## src/rtl/output_fifo_drain.sv

```systemverilog
// output_fifo_drain
//   Drains W-bit pixels from the convolution output FIFO, packs PACK = OUT_W/W
//   pixels little-endian into one output word and hands the word to the
//   readout over a valid/ready stream with byte-lane keep and frame-end marking.
//
//   Handshake: a word is transferred on every clock edge where out_valid and
//   out_ready are both 1. While out_valid is 1, out_data, out_keep and out_last
//   hold steady, and out_valid stays 1 until that transfer happens.
//
//   Optional feature macro: DRAIN_STATS_EN (accepted-word and stall counters).
module output_fifo_drain #(
  parameter int W     = 8,
  parameter int OUT_W = 32,
  parameter int CNT_W = 20
) (
  input  logic                 clk,
  input  logic                 rstn,
  output logic                 fifo_rd_en,
  input  logic [W-1:0]         fifo_rd_data,
  input  logic                 fifo_empty,
  input  logic                 fifo_wr_mon,
  input  logic [CNT_W-1:0]     frame_len,
  input  logic                 flush,
  output logic                 out_valid,
  input  logic                 out_ready,
  output logic [OUT_W-1:0]     out_data,
  output logic [OUT_W/W-1:0]   out_keep,
  output logic                 out_last,
  output logic [31:0]          stat_words,
  output logic [31:0]          stat_stalls
);

  localparam int PACK = OUT_W / W;
  localparam int LCW  = $clog2(PACK + 1);

  typedef enum logic [1:0] {
    S_IDLE = 2'd0,
    S_WAIT = 2'd1,
    S_OUT  = 2'd2
  } state_t;

  state_t           state;
  logic [LCW-1:0]   lane_cnt;
  logic [LCW-1:0]   lane_inc;
  logic [CNT_W-1:0] pix_cnt;
  logic [CNT_W-1:0] pix_inc;
  logic [CNT_W-1:0] frame_len_q;
  logic [CNT_W-1:0] eff_len;
  logic             flush_pend;
  logic             pop_ok;
  logic             frame_end;

  // Lane-valid mask with the lowest n lanes set.
  function automatic logic [PACK-1:0] keep_mask(input logic [LCW-1:0] n);
    logic [PACK-1:0] m;
    m = '0;
    for (int i = 0; i < PACK; i++) begin
      if (LCW'(i) < n) m[i] = 1'b1;
    end
    return m;
  endfunction

  // Pop decision and frame-end detection; a new frame uses the live frame_len.
  always_comb begin
    pop_ok    = (state == S_IDLE) && !fifo_empty && !fifo_wr_mon;
    lane_inc  = lane_cnt + 1'b1;
    pix_inc   = pix_cnt + 1'b1;
    eff_len   = (pix_cnt == '0) ? frame_len : frame_len_q;
    frame_end = (eff_len != '0) && (pix_inc == eff_len);
  end

  // Pop strobe is forced low while in reset so no pop is issued to the shared-reset FIFO.
  assign fifo_rd_en = rstn && pop_ok;

  // Main FSM: pop, capture/pack, present word; all outputs registered.
  always_ff @(posedge clk) begin
    if (!rstn) begin
      state       <= S_IDLE;
      lane_cnt    <= '0;
      pix_cnt     <= '0;
      frame_len_q <= '0;
      flush_pend  <= 1'b0;
      out_valid   <= 1'b0;
      out_data    <= '0;
      out_keep    <= '0;
      out_last    <= 1'b0;
    end else begin
      case (state)
        S_IDLE: begin
          if (pop_ok) begin
            state <= S_WAIT;
          end else if (flush_pend && fifo_empty) begin
            flush_pend <= 1'b0;
            if (lane_cnt != '0) begin
              state     <= S_OUT;
              out_valid <= 1'b1;
              out_keep  <= keep_mask(lane_cnt);
            end
          end
        end
        S_WAIT: begin
          for (int i = 0; i < PACK; i++) begin
            if (lane_cnt == LCW'(i)) out_data[i*W +: W] <= fifo_rd_data;
          end
          lane_cnt <= lane_inc;
          if (pix_cnt == '0) frame_len_q <= frame_len;
          if (frame_end) begin
            pix_cnt  <= '0;
            out_last <= 1'b1;
          end else begin
            pix_cnt <= pix_inc;
          end
          if ((lane_inc == LCW'(PACK)) || frame_end) begin
            state     <= S_OUT;
            out_valid <= 1'b1;
            out_keep  <= keep_mask(lane_inc);
          end else begin
            state <= S_IDLE;
          end
        end
        S_OUT: begin
          if (out_ready) begin
            state     <= S_IDLE;
            out_valid <= 1'b0;
            out_data  <= '0;
            out_keep  <= '0;
            out_last  <= 1'b0;
            lane_cnt  <= '0;
          end
        end
        default: state <= S_IDLE;
      endcase
      // A flush arriving in any state, including S_OUT, is held for the next word.
      if (flush) flush_pend <= 1'b1;
    end
  end

`ifdef DRAIN_STATS_EN
  // Saturating counters of accepted words and back-pressured output cycles.
  always_ff @(posedge clk) begin
    if (!rstn) begin
      stat_words  <= '0;
      stat_stalls <= '0;
    end else if (state == S_OUT) begin
      if (out_ready) begin
        if (stat_words != 32'hFFFF_FFFF) stat_words <= stat_words + 32'd1;
      end else begin
        if (stat_stalls != 32'hFFFF_FFFF) stat_stalls <= stat_stalls + 32'd1;
      end
    end
  end
`else
  assign stat_words  = '0;
  assign stat_stalls = '0;
`endif

endmodule

```

## config.mk

```make
export PLATFORM = sky130hd
export DESIGN_NAME = output_fifo_drain
export DESIGN_NICKNAME = d
export VERILOG_FILES = /design/src/rtl/output_fifo_drain.sv
export SDC_FILE = /design/constraint.sdc
export NUM_CORES = 1
export LEC_CHECK = 0
export ABC_AREA = 0
export CAP_MARGIN = 20
export CORE_UTILIZATION = 40
export CTS_CLUSTER_DIAMETER = 60
export DETAILED_ROUTE_END_ITERATION = 10
export PLACE_DENSITY = 0.67
export REMOVE_ABC_BUFFERS = 1
export SLEW_MARGIN = 25
export SYNTH_ARGS = -nofsm -noshare
export SYNTH_HDL_FRONTEND = slang
export SYNTH_SLANG_ARGS = --single-unit
```

## constraint.sdc

```tcl
create_clock -name clk -period 8.05 [get_ports clk]
set_input_delay 0.805 -clock clk [delete_from_list [all_inputs] [get_ports clk]]
set_output_delay 0.805 -clock clk [all_outputs]
set_load 0.02 [all_outputs]
```

# ---- After elaboration in Yosys (flattened, before gate mapping)
# Index checks and enable logic that the tools add are counted.
dict set report classes {
  mux 42
  n_eq_ne 20
  reduce_logical 26
  n_addsub 2
  magnitude_cmp 8
}
# operator count
set op_table {}
lappend op_table {{$pmux W32 S2} 1}
lappend op_table {{$mux W20} 2}
lappend op_table {{$mux W32} 1}
lappend op_table {{$mux W8} 4}
lappend op_table {{$reduce_and A3 Y1} 7}
lappend op_table {{$add A20 B1 Y20 const B} 1}
lappend op_table {{$eq A20 B20 Y1} 1}
lappend op_table {{$logic_not A20 Y1} 1}
lappend op_table {{$mux W4} 5}
lappend op_table {{$reduce_bool A20 Y1} 1}
lappend op_table {{$mux W1} 18}
lappend op_table {{$ne A2 B2 Y1 const B} 9}
lappend op_table {{$lt A1 B3 Y1 const A} 4}
lappend op_table {{$lt A2 B3 Y1 const A} 4}
lappend op_table {{$pmux W4 S3} 1}
lappend op_table {{$mux W2} 5}
lappend op_table {{$eq A3 B2 Y1 const B} 2}
lappend op_table {{$ne A3 B2 Y1 const B} 2}
lappend op_table {{$pmux W2 S3} 1}
lappend op_table {{$pmux W3 S2} 1}
lappend op_table {{$reduce_and A6 Y1} 1}
lappend op_table {{$reduce_bool A2 Y1} 3}
lappend op_table {{$reduce_bool A3 Y1} 2}
lappend op_table {{$logic_and A1 B1 Y1} 5}
lappend op_table {{14 further kinds} 16}
dict set report word_totals {
  regBits 84
  wordCells 110
}

# ---- Depth between registers and ports, before layout
dict set report logic_depth {
  ltp_word 7
  depth_mapped 14
  depth_no_buf 12
}

# ---- Worst setup path before layout
# OpenSTA, ideal clock, no wires.
dict set report synth_path {
  path_kind {register -> register}
  start {register pix_cnt[0]}
  end {register pix_cnt[14]}
  setup_slack_ns 5.236
  t_required_ns 7.935
  setup_time_ns 0.115
  stages_incl_launch_ff 12
  arrival_ns 2.699
  period_less_slack_ns 2.814
  cell_sequence {dfxtp_1 ha_1 nand4_1 nor4_2 xnor2_1 nor3_1 or4_1 nor3_1 and4_1 buf_4 a21oi_1 o21a_1}
}
dict set report synth_between {
  elab_chain_cells 5
  word_cells_on_any_way 7
}
# element line
set synth_rtl {}
lappend synth_rtl {{start, declared} 45} ;# logic [CNT_W-1:0] pix_cnt;
lappend synth_rtl {{start signal, assigned} 111} ;# pix_cnt <= pix_inc;
lappend synth_rtl {{branches (longest 4 deep; another with $add A20 B1 Y20)} -}
lappend synth_rtl {{$mux W20 (*)} 107} ;# if (frame_end) begin
# Mark *: on every way between the ends.
# A chain may end at the register's enable or synchronous reset.

# ---- Worst setup path in the final report
dict set report layout_path {
  start {register pix_cnt[0]}
  end {register pix_cnt[3]}
}
# The elaborated chain is that of the path after synthesis.

==> qor.yml <==
synth_cells: 675
synthMuxAreaShare: 0.0881
io_pins: 137
crit_chain: "ha_1 > nand4_1 > nor4_2 > xnor2_1 > nor3_1 > or4_1 > nor3_1 > and4_1 > nor3_1 > o21a_1"
critPathCaptureType: "register"
fin_setup_tns_ns: 0
drt_drc_violations_left: 0
irDropWorstVdd_v: 0.000148
grt_antenna_before_repair: 0
dieArea_um2: 13800
timing.slew.headroom: 0.381
yosys_warnings: 0
p_int_uw: 907
grt_pass1_wl_um: 22700
ant_nets: 0
ctsHoldBuffers: 0
slowest_delay_ns: 0.54
cts_root_buf: "clkbuf_16"
htreeDepth: 3
yosysUniqueCellTypes: 60
setup_viol: 0
post-place-ws_ns: 4.49
crit_fanout: 12
synth-async-reset-ratio: 0
clock_latency_ns: 0.35
avgSynthCellArea_um2: 7.91
max_freq_mhz: 281
cellPowerDensity_nw_per_um2: 230
synth_compound_area_frac: 0.117
fin_crit_ns: 3.56
grt_pass1_vias: 4428
crit_slowest_cell: "and4_1"
maxCapViolations: 0
tightest_slew_ns: 0.929
path_class: "register to register"
tritoncts: "done"
core_um2: 12800
cp-start-kind: "register"
p_seq_frac: 0.346
post_drt_wl_per_cell_um: 15.2
dr.pass1.iters: 4
crit_path_frequent_cell: "nor3_1"
row_count: 41
insertedDiodeCount: 0
switchingPower_uw: 524
wirelength_um: 13700
nNetsFinal: 772
clkPwrFrac: 0.295
synth_top_area_share: 0.315
drv_slew: 0
synth-simple-area-share: 0.279
seqCellArea_um2: 1680
cts_setup_buffers: 0
fillCellCount: 1234
hold_path.class: "register to register"
required_ns: 8.29
crit_family: "simple AND/OR/NAND/NOR gates"
synth_area_leaders: "dfxtp_1, buf_4, mux2i_1"
track_usage: 0.204
leakagePower_nw: 2.32
drtIter0Drc: 260
port_buffers: 72
combPwrFrac: 0.359
die_w_um: 118
clock-sinks: 84
synthToLayoutAreaGrowth_pct: 16.6
arrival_ns: 3.80
rsz0062_at_grt: "no"
grt_max_degree: 47
synth-seq-cells: 84
synthAdderAreaFrac: 0.0234
gp_congestion: 0.906
synth_top_area_cell: "dfxtp_1"
synth-edff-count: 0
overflow: 0
switching_share: 0.366
ctsResizeCount: 0
synth_xor_area_frac: 0.0474
yosysSeqAreaShare: 0.315
numCtsBuffers: 9
multiInputGateArea_um2: 3220
finalHoldViolCount: 0
synth_top_family_by_area: "simple AND/OR/NAND/NOR gates"
dp_hpwl_um: 10000
hold_slack_ns: 0.462
total_power_mw: 1.43
setup_ws_ns: 4.49
finClkSkew_ns: 0.00815
start_util: 0.416
syn_area_um2: 5340
ctsLongestPathBuffers: 2
path_buf_inv: 0
post_drt_via_cell_ratio: 5.17
cts.reportedPaths.clkPinSlew_ns: 0.06
synthFlopType: "dfxtp_1"
period_share: 0.442
num_vias: 4682
drive_above_1_share: 0.0573
die_y_um: 118
status: "complete, no violations"
[cells in the final DEF (no fill, tap or decap), drive strengths merged, types with 11 or more instances in the layout]
master / n
a21oi: 50
xor2: 11
mux2i: 47
dfxtp: 84
nand2: 93
nor2: 61
nor3: 14
nor2b: 14
o21ai: 20
conb: 64
nand3: 24
clkdlybuf4s50: 72
inv: 20
or3: 12
xnor2: 17
nor4: 19
a21o: 14
[synthesized netlist by cell type, types with 2 or more instances]
cell	instances
ha_1	10
or4_1	3
nand2_1	93
xor2_1	11
nand4_1	9
nand3_2	2
o21ai_0	18
nor2_1	60
a41oi_1	2
and2_1	2
a31oi_1	3
dfxtp_1	84
nor4_1	16
nor4b_2	3
buf_2	7
a22oi_1	2
o21a_1	4
nor3_2	2
nand3_1	22
a21o_1	14
xnor2_1	16
or3_1	12
nor4_2	2
and4_1	4
nor3b_1	2
mux2i_1	47
nor2b_1	14
buf_4	67
inv_1	18
nand3b_1	3
nand2b_1	8
buf_1	2
nor3_1	12
clkbuf_1	19
a21oi_1	50
and3_1	8
[logic make-up after synthesis]
| group | Yosys count |
|---|---|
| AOI/OAI and AO/OA | 104 |
| and+or+nand+nor | 287 |
| xor gates and xnor gates | 28 |
| buffers and inverters | 114 |
| muxes | 47 |
| DFF | 84 |
| other | 1 |
| adders and majority gates | 10 |
[stage by stage]
step,area (µm²),util,std cells
final,6220,0.485,905
after CTS,6220,0.485,905
after global routing,6220,0.485,905
after detailed placement,5920,0.462,889
after floorplan,4960,-,643
after global placement,5910,0.461,889
[worst min-delay path, delay by kind of cell (launching register included)]
| kind | cells | cell delay [ns] |
|---|---|---|
| flops | 1 | 0.31 |
| compound gates | 1 | 0.05 |
| buf+inv | 1 | 0.06 |
[routing by layer]
metal,GRT usage,vias up,part of all wire,routed length [µm]
li1,-,2294,-,-
met1,0.256,2210,0.45,6190
met2,0.330,167,0.47,6390
met3,0.0722,11,0.075,1030
met4,0.0585,0,0.0089,122
met5,0,-,0,0
[final timing paths]
check / startpoint / endpoint / slack [ns] / cells after the start
worst min register to register: out_keep[0]$_SDFFE_PN0P_ / out_keep[0]$_SDFFE_PN0P_ / 0.46 / 2
worst max-delay path: pix_cnt[0]$_SDFFE_PN0P_ / pix_cnt[3]$_SDFFE_PN0P_ / 4.49 / 10
worst min-delay path: out_keep[0]$_SDFFE_PN0P_ / out_keep[0]$_SDFFE_PN0P_ / 0.46 / 2
worst max register to register: pix_cnt[0]$_SDFFE_PN0P_ / pix_cnt[3]$_SDFFE_PN0P_ / 4.49 / 10
[area by class of cell]
| class | instances | area share |
|---|---|---|
| clock buffer | 10 | 0.0368 |
| tap | 172 | 0.0346 |
| multi-input combinational | 540 | 0.517 |
| clock inverter | 6 | 0.0117 |
| sequential | 84 | 0.270 |
| timing repair buffer | 74 | 0.118 |
| inverter | 19 | 0.0115 |
[state kept, by name (all words and copies together), names as in the netlist]
register and cells:
state 2, out_keep 4, out_data 32, flush_pend 1, out_last 1, lane_cnt 3, pix_cnt 20, frame_len_q 20
out_valid 1
[power by group through the flow]
stage | clock network, mW | registers [mW] | logic (mW)
after detailed placement | 0 | 0.503 | 0.509
after global placement | 0 | 0.502 | 0.503
after CTS | 0.432 | 0.495 | 0.512
after floorplan | 0 | 0.527 | 0.323
after global routing | 0.454 | 0.502 | 0.559
final | 0.422 | 0.496 | 0.514
(Power assumes the default switching activity.)
